**config.mk**
```make
export PLATFORM = sky130hd
export DESIGN_NAME = derived_clock_ctrl
export DESIGN_NICKNAME = d
export VERILOG_FILES = /design/src/rtl/derived_clock_pkg.sv /design/src/rtl/sync_edge_both.sv /design/src/rtl/derived_clock_ctrl.sv
export SDC_FILE = /design/constraint.sdc
export NUM_CORES = 1
export LEC_CHECK = 0
export BUFFER_PORTS_ARGS = -buffer_cell sky130_fd_sc_hd__buf_4
export CAP_MARGIN = 20
export CORE_MARGIN = 3
export CORE_UTILIZATION = 55
export DETAILED_ROUTE_END_ITERATION = 6
export HOLD_SLACK_MARGIN = 0.03
export PLACE_DENSITY = 0.81
export SETUP_SLACK_MARGIN = 0.05
export SLEW_MARGIN = 10
export SYNTH_ARGS = -nofsm -noshare
export SYNTH_HDL_FRONTEND = slang
export SYNTH_HIERARCHICAL = 1
export SYNTH_SLANG_ARGS = --single-unit
```
**constraint.sdc**
```tcl
create_clock -name clk -period 5.5 [get_ports clk]
set_input_delay 0.55 -clock clk [delete_from_list [all_inputs] [get_ports clk]]
set_output_delay 0.55 -clock clk [all_outputs]
set_load 0.02 [all_outputs]
```
**src/rtl/derived_clock_pkg.sv**
```systemverilog
// Shared definitions for the derived clock controller.
//   state_t     : controller state encoding
//   SYNC_STAGES : number of flops in the clk_in synchroniser
package derived_clock_pkg;

  typedef enum logic [1:0] {
    IDLE = 2'd0,
    ARM  = 2'd1,
    RUN  = 2'd2,
    LOST = 2'd3
  } state_t;

  localparam int SYNC_STAGES = 2;

endpackage

```
**src/rtl/sync_edge_both.sv**
```systemverilog
// Synchroniser plus both-edge detector for an asynchronous input.
// Ports:
//   clk        in   system clock
//   rst_n      in   asynchronous active-low reset
//   a_async    in   asynchronous input, not yet synchronised
//   edge_pulse out  one-clk pulse for every rising or falling transition of a_async
// The transition is consumed by logic on the third posedge after it occurs:
// two synchroniser flops, then the compare against the previous sample.
module sync_edge_both
  import derived_clock_pkg::*;
(
  input  logic clk,
  input  logic rst_n,
  input  logic a_async,
  output logic edge_pulse
);

  logic [SYNC_STAGES-1:0] sync_q;
  logic                   last_q;

  always_ff @(posedge clk or negedge rst_n) begin
    if (!rst_n) begin
      sync_q <= '0;
      last_q <= 1'b0;
    end else begin
      sync_q <= {sync_q[SYNC_STAGES-2:0], a_async};
      last_q <= sync_q[SYNC_STAGES-1];
    end
  end

  assign edge_pulse = sync_q[SYNC_STAGES-1] ^ last_q;

endmodule

```
**src/rtl/derived_clock_ctrl.sv**
```systemverilog
// Derived clock sequencing controller.
// Counts both edges of clk_in (in the clk domain) and toggles output_clk every
// n_act counted edges. New ratios arrive over a valid/ready handshake and are
// applied only at a toggle while running, so output_clk never glitches. A
// watchdog moves to LOST when clk_in stops.
// Ports:
//   clk        in   system clock
//   rst_n      in   asynchronous active-low reset
//   clk_in     in   asynchronous source clock
//   enable     in   run request (level)
//   cfg_n      in   requested ratio, edges per toggle; 0 disables the output
//   cfg_valid  in   cfg_n valid
//   cfg_ready  out  controller can accept cfg_n
//   output_clk out  derived clock
//   running    out  state is RUN
//   lost       out  state is LOST
module derived_clock_ctrl
  import derived_clock_pkg::*;
#(
  parameter int W       = 32,
  parameter int TIMEOUT = 1024
) (
  input  logic         clk,
  input  logic         rst_n,
  input  logic         clk_in,
  input  logic         enable,
  input  logic [W-1:0] cfg_n,
  input  logic         cfg_valid,
  output logic         cfg_ready,
  output logic         output_clk,
  output logic         running,
  output logic         lost
);

  localparam int WD_W = (TIMEOUT > 2) ? $clog2(TIMEOUT) : 1;
  localparam logic [WD_W-1:0] WD_MAX = WD_W'(TIMEOUT - 1);

  state_t          state;
  logic [W-1:0]    n_act;
  logic [W-1:0]    n_pend;
  logic            pend;
  logic [W-1:0]    count;
  logic [WD_W-1:0] wdog;

  logic            edge_seen;
  logic            xfer;
  logic [W-1:0]    count_inc;
  logic            run_hit;
  logic            first_hit;

  sync_edge_both u_sync (
    .clk        (clk),
    .rst_n      (rst_n),
    .a_async    (clk_in),
    .edge_pulse (edge_seen)
  );

  assign xfer      = cfg_valid & cfg_ready;
  assign count_inc = count + W'(1);
  // >= rather than == keeps the counter bounded even if a smaller ratio was
  // applied while a partial count from the old ratio was still held.
  assign run_hit   = (count_inc >= n_act);
  // Edge leaving ARM/LOST is the first of a fresh period.
  assign first_hit = (n_act == W'(1));

  assign running = (state == RUN);
  assign lost    = (state == LOST);

  always_ff @(posedge clk or negedge rst_n) begin
    if (!rst_n) begin
      state      <= IDLE;
      n_act      <= '0;
      n_pend     <= '0;
      pend       <= 1'b0;
      count      <= '0;
      wdog       <= '0;
      output_clk <= 1'b0;
      cfg_ready  <= 1'b1;
    end else begin
      // cfg_ready is low whenever pend is set, so a transfer and an apply
      // never happen in the same cycle.
      if (xfer) begin
        n_pend    <= cfg_n;
        pend      <= 1'b1;
        cfg_ready <= 1'b0;
      end

      if (!enable) begin
        state      <= IDLE;
        output_clk <= 1'b0;
        count      <= '0;
        wdog       <= '0;
        // A config pending from RUN is applied once the controller sits in IDLE.
        if (pend && state != RUN) begin
          n_act     <= n_pend;
          pend      <= 1'b0;
          cfg_ready <= 1'b1;
        end
      end else begin
        case (state)
          IDLE: begin
            output_clk <= 1'b0;
            count      <= '0;
            wdog       <= '0;
            if (pend) begin
              n_act     <= n_pend;
              pend      <= 1'b0;
              cfg_ready <= 1'b1;
            end else if (n_act != '0) begin
              state <= ARM;
            end
          end

          ARM: begin
            count <= '0;
            wdog  <= '0;
            if (pend) begin
              n_act     <= n_pend;
              pend      <= 1'b0;
              cfg_ready <= 1'b1;
            end
            if (pend && n_pend == '0) begin
              state      <= IDLE;
              output_clk <= 1'b0;
            end else if (edge_seen) begin
              state <= RUN;
              if (first_hit) output_clk <= ~output_clk;
              else           count      <= W'(1);
            end
          end

          RUN: begin
            if (edge_seen) begin
              wdog <= '0;
              if (run_hit) begin
                count <= '0;
                // The toggle closes the old period; a pending ratio starts
                // with the next one.
                if (pend) begin
                  n_act     <= n_pend;
                  pend      <= 1'b0;
                  cfg_ready <= 1'b1;
                end
                if (pend && n_pend == '0) begin
                  state      <= IDLE;
                  output_clk <= 1'b0;
                end else begin
                  output_clk <= ~output_clk;
                end
              end else begin
                count <= count_inc;
              end
            end else if (wdog == WD_MAX) begin
              state <= LOST;
            end else begin
              wdog <= wdog + WD_W'(1);
            end
          end

          LOST: begin
            // output_clk and count hold; wdog stays saturated.
            if (pend) begin
              n_act     <= n_pend;
              pend      <= 1'b0;
              cfg_ready <= 1'b1;
            end
            if (pend && n_pend == '0) begin
              state      <= IDLE;
              output_clk <= 1'b0;
              count      <= '0;
            end else if (edge_seen) begin
              state <= RUN;
              wdog  <= '0;
              if (first_hit) begin
                output_clk <= ~output_clk;
                count      <= '0;
              end else begin
                count <= W'(1);
              end
            end
          end

          default: state <= IDLE;
        endcase
      end
    end
  end

endmodule
```
==> results of run 1 <==
-- critical path, cell delays in order, from the launching register on --
cell and delay [ns]:
dfrtp_1 0.46, nand3_1 0.20, or4_1 0.69, nor3_4 0.29, and2_4 0.22, nand3_1 0.15, xnor2_1 0.17, ha_1 0.30
nand4_1 0.15, a2111o_1 0.41, a41oi_1 0.40, nor3_2 0.17, nand3b_4 0.50, mux2_1 0.49
-- synth_stat cells (all sizes together) (4+ instances only) --
cell,count
a22o,19
nand4,20
a21oi,17
ha,34
nor3,8
o311ai,4
nor4,14
inv,42
a211oi,7
clkbuf,10
nand3,24
dfrtp,113
xnor2,23
xor2,14
buf,11
nor2,32
mux2,64
and3,11
nand2,37
o21ai,13
-- final cells by class --
cell class	count	share of cell area, %
multi-input combinational	385	42.42
sequential	114	40.36
clock buffer	21	6.353
timing repair buffer	44	4.672
tap	136	2.407
inverter	42	2.230
clock inverter	10	1.557
-- sequential cells by signal, summed over array words and instances (netlist names) --
signal and cells:
wdog 10, state 2, cfg_ready 1, count 32, pend 1, u_sync/last_q 1, u_sync/sync_q 2, n_act 32
output_clk 1, n_pend 32
-- power breakdown --
group / internal [mW] / switching [mW]
Combinational: 0.315 / 0.307
Clock: 0.662 / 0.381
Sequential: 1.08 / 0.224
-- cell families after synthesis --
| family | Yosys count |
|---|---|
| and+or+nand+nor | 165 |
| buffers and inverters | 63 |
| muxes | 67 |
| AOI/OAI and AO/OA | 82 |
| xor gates and xnor gates | 37 |
| DFF | 114 |
| adders and majority gates | 34 |
-- path summary, 6_finish.rpt --
| check | to | slack (ns) | cells after the start |
|---|---|---|---|
| hold reg to reg | u_sync/sync_q[1] | 0.37 | 0 |
| setup reg to reg | n_act[29] | 0.76 | 13 |
| setup / recovery | n_act[29] | 0.76 | 13 |
| max in group asynchronous | n_pend[27] | 4.21 | 2 |
| hold / removal | count[5] | 0.04 | 1 |
| min in group clk | u_sync/sync_q[0] | 0.13 | 1 |
-- per-stage QoR --
step           cells  hold WS [ns]  worst slack (ns)  total power [mW]
2_1_floorplan    562        0.2544             1.620             1.684
3_3_place_gp     721        0.3334             1.024             1.859
3_5_place_dp     721        0.3628            0.8926             1.924
4_1_cts          752       0.04471            0.7980             2.981
5_1_grt          752       0.06611            0.3527             3.140
6_report         752       0.03809            0.7638             2.969
-- metal layers --
layer / wire length, µm / track usage [%]
met5: 0 / 0
met4: 317 / 10.30
met3: 643 / 6.223
met2: 6616 / 37.35
met1: 6070 / 30.38
==> qor.txt, run 1 <==
Max-slew violations: 0
Insertion delay of the later-clocked pin in the worst-skew pair: 0.53 ns
Global-route wire length before repair: 23240 µm
Longest Clk Path Bufs: 2
Number of nets in the synthesized netlist: 633
Sequential-to-total area share from yosys stat: 46.85%
Most common library cell in the layout ignoring fill and taps: dfrtp_1
Root buf cell: clkbuf_8
Number of global-route vias before repair: 4731
Area growth from synthesis to layout: 16.06%
Endpoints failing hold: 0
Placed wire-length estimate after detailed placement: 9587 µm
Largest net degree at the start of global routing: 69
Vertical die dimension: 111.2 µm
Summed negative setup slack over all endpoints: 0 ns
Count of port buffers added during placement: 40
Routability Congestion: 0.9083
Post-layout nets: 675
Dominant combinational cell family by area after synthesis: simple AND/OR/NAND/NOR gates
Antenna violations before repair: 0
Setup-failing EPs final: 0
Worst Hold Class: input pin to async pin
Mux share of post-synthesis cell area: 12.32%
Iteration-0 DRC count of the detailed router: 295
Required time reported for the critical path endpoint: 5.91 ns
XOR/XNOR share of the synthesized area: 5.319%
Primary flip-flop cell chosen by synthesis mapping: dfrtp_1
Area of the core: 0.01056 mm²
Ys async rst share: 100.0%
Routed via count divided by cell count: 5.964
Basic-gate share of the synthesized area counting and, or, nand and nor cells: 14.64%
Run status: finished, final reports clean
CTS Hold Buffers Added: 0
Yosys warns: 6
Number of inserted diodes: 0
Area share of the largest cell type after synthesis: 46.42%
Site row count: 37
Register bit count reported by yosys: 114
Die boundary width: 111.2 µm
Area of the die: 0.01238 mm²
Ranking of synthesized cells by area: dfrtp_1 46%, ha_1 7.0%, mux2_1 5.9%, mux2_2 5.9%, xnor2_1 3.3%
EDFF count, synth: 0
Data arrival time at the worst-slack endpoint: 5.14 ns
Maximum capacitance violations: 0
DRC violations left: 0
RSZ-0062 raised after global routing: no
Finished Core Util: 66.99%
Postcts setup bufs: 0
CP startpoint kind: flop
Antenna-violating nets left: 0
Synthesized instance count: 562
WL per Instance: 18.15 µm
Detailed-route via count: 4485
Initial Utilization: 57.72%
Adder-cell share of the synthesized area: 6.983%
Avg Inst Size Synth: 10.84 µm²
Clock tree skew after final layout: 0.007595 ns
Crit end category: flop
Area used by multi-input combinational logic: 0.002999 mm²
Least-Margin Pin Slew: 0.9208 ns
Shortest period the worst path allows: 4.736 ns
Source of the critical timing path: count[4]
CTS Sinks: 114
Reported leakage power: 3.261 nW
WL final: 13650 µm
Fraction of the mapped netlist area in compound gates: 9.612%
Largest area contributor in the synthesized netlist: dfrtp_1
Number of H-tree levels: 4
CTS Buf Count: 17
Final cell area excluding filler cells: 0.007071 mm²
Post-place instance area: 0.006511 mm²
Drt first pass iters: 5
Maximum vdd ir drop: 346.3 µV
Launch instance of the worst register-to-register path: count[4]
Crit Path Category: flop to flop
CTS tree: done
Commonest cells after routing, fill and taps aside: 113 x dfrtp_1, 44 x buf_4, 42 x inv_1
Count of filler cells inserted in the layout: 749
Maximum operating frequency: 211.1 MHz
Total standard cell area after synthesis: 0.006092 mm²
Ratio of cells with drive above 1 in the final layout: 19.16%
Sum of overflow across all layers after global routing: 0
Relative slew slack: 38.40%
Overall fraction of global-route tracks in use: 23.52%
CTS clk-pin slew, worst paths: 0.06 ns
Maximum net fanout on the critical path: 33
Synth cell types: 55
Number of cells upsized or downsized after cts: 0
Area of all sequential standard cells: 0.002854 mm²
Cell Pwr Density: 419.9 mW/mm²
Share of the clock period used by the worst path: 86.11%
Boundary Pins: 41
No activity file was read; power rests on OpenSTA's default activity.
==> run 2: changes to the inputs <==
--- a/config.mk
+++ b/config.mk
@@ -12,6 +12,7 @@
 export DETAILED_ROUTE_END_ITERATION = 6
 export HOLD_SLACK_MARGIN = 0.03
 export PLACE_DENSITY = 0.81
+export RECOVER_POWER = 50
 export SETUP_SLACK_MARGIN = 0.05
 export SLEW_MARGIN = 10
 export SYNTH_ARGS = -nofsm -noshare
==> qor.txt, run 2 (synthesized netlist as in run 1, its figures left out) <==
Run status: finished, violations left
Violations in the final reports: capacitance limit, slew limit
Setup-failing EPs final: 0
CTS clk-pin slew, worst paths: 0.06 ns
Endpoints failing hold: 0
Max-slew violations: 151
Shortest period the worst path allows: 4.739 ns
CP startpoint kind: flop
Root buf cell: clkbuf_8
Summed negative setup slack over all endpoints: 0 ns
Maximum capacitance violations: 3
Top Registers: count (32), n_act (32), n_pend (32)
Die boundary width: 111.2 µm
Postcts setup bufs: 0
Share of the clock period used by the worst path: 86.17%
Area of the die: 0.01238 mm²
Maximum vdd ir drop: 343.1 µV
CTS Buf Count: 17
Count of port buffers added during placement: 40
Sum of overflow across all layers after global routing: 0
CTS Hold Buffers Added: 0
Clock tree skew after final layout: 0.007413 ns
Most common library cell in the layout ignoring fill and taps: dfrtp_1
Maximum net fanout on the critical path: 33
Number of global-route vias before repair: 4731
Least-Margin Pin Slew: 2.602 ns
Number of inserted diodes: 0
WL final: 13640 µm
Sequential fraction of design power: 43.9%
Overall fraction of global-route tracks in use: 23.52%
Crit end category: flop
Number of cells upsized or downsized after cts: 0
Tot Pwr: 2.968 mW
Final cell count without fillers: 752
CTS Sinks: 114
WL per Instance: 18.14 µm
Global-route wire length before repair: 23240 µm
Net switching power of the design: 911.3 µW
Placed cells: 721
Commonest cells after routing, fill and taps aside: 113 x dfrtp_1, 42 x inv_1, 40 x buf_4
Area growth from synthesis to layout: 15.90%
Placed wire-length estimate after detailed placement: 9587 µm
Maximum operating frequency: 211.0 MHz
Initial Utilization: 57.72%
Post-layout nets: 675
RSZ-0062 raised after global routing: no
Data arrival time at the worst-slack endpoint: 5.14 ns
Largest net degree at the start of global routing: 69
Required time reported for the critical path endpoint: 5.91 ns
Relative slew slack: -73.48%
Insertion delay of the later-clocked pin in the worst-skew pair: 0.53 ns
Vertical die dimension: 111.2 µm
Cell Pwr Density: 420.4 mW/mm²
Count of filler cells inserted in the layout: 751
Ratio of cells with drive above 1 in the final layout: 18.67%
Number of H-tree levels: 4
Worst Hold Class: input pin to flop
Reported leakage power: 3.254 nW
Site row count: 37
Internal cell power: 2.057 mW
DRC violations left: 0
Crit Path Category: flop to flop
Longest Clk Path Bufs: 2
Iteration-0 DRC count of the detailed router: 297
Antenna-violating nets left: 0
Drt first pass iters: 4
Routed via count divided by cell count: 5.981
Switching part of the total power: 30.70%
Area of the core: 0.01056 mm²
Comb power frac: 21.0%
Boundary Pins: 41
CTS tree: done
Antenna violations before repair: 0
Detailed-route via count: 4498
Routability Congestion: 0.9083
Clock group share of total power: 35.1%
-- run 2: changes by cell type in the layout (fill, tap and decap cells not counted), sizes merged --
cell | before | now
clkbuf | 21 | 25
buf | 44 | 40
-- run 2: final cells by class --
cell class	count	area, µm²	area share (%)
Multi-Input combinational cell	385	2999	42.48
Clock inverter	10	110.1	1.559
Tap cell	136	170.2	2.410
Clock buffer	21	449.2	6.362
Inverter	42	157.7	2.233
Sequential cell	114	2854	40.42
Timing Repair Buffer	44	320.3	4.537
-- run 2: power groups by stage --
stage                     clock network, mW  logic (mW)  registers (mW)
after floorplan                           0       0.467            1.22
after global placement                    0       0.569            1.29
after detailed placement                  0       0.617            1.31
after CTS                              1.05       0.626            1.30
after global routing                   1.10       0.703            1.33
final                                  1.04       0.623            1.30
-- run 2: metal layers --
metal	global-route usage [%]	part of all wire [%]	vias to the layer above
met5	0	0	-
met4	10.30	2.4	0
met3	6.223	5.1	29
met2	37.35	48	135
met1	30.38	44	2225
li1	-	-	2109
-- run 2: critical path, stage by stage (launching register included) --
cell and delay, ns:
dfrtp_1 0.46, nand3_1 0.20, or4_1 0.70, nor3_4 0.29, and2_4 0.22, nand3_1 0.15, xnor2_1 0.17, ha_1 0.30
nand4_1 0.15, a2111o_1 0.41, a41oi_1 0.40, nor3_2 0.17, nand3b_4 0.50, mux2_1 0.48
-- run 2: path summary, 6_finish.rpt --
check                                       from               end  slack (ns)  cells past startpoint
max in group asynchronous                  rst_n        n_pend[27]        2.01                      2
worst min-delay path                      clk_in  u_sync/sync_q[0]        0.16                      1
min in group asynchronous                  rst_n          count[5]        0.83                      1
worst max-delay path                    count[4]         n_act[29]        0.76                     13
worst max register to register          count[4]         n_act[29]        0.76                     13
worst min register to register  u_sync/sync_q[0]  u_sync/sync_q[1]        0.38                      0
-- run 2: through the flow --
step / area (µm²) / setup WS, ns / hold slack [ns] / util, %
after floorplan: 6092 / 1.620 / 0.2544 / -
after global placement: 6511 / 1.024 / 0.3334 / 61.69
after detailed placement: 6511 / 0.8926 / 0.3628 / 61.69
after CTS: 7071 / 0.7980 / 0.04471 / 66.99
after global routing: 7061 / 0.3527 / 0.1313 / 66.89
final: 7061 / 0.7608 / 0.1575 / 66.89
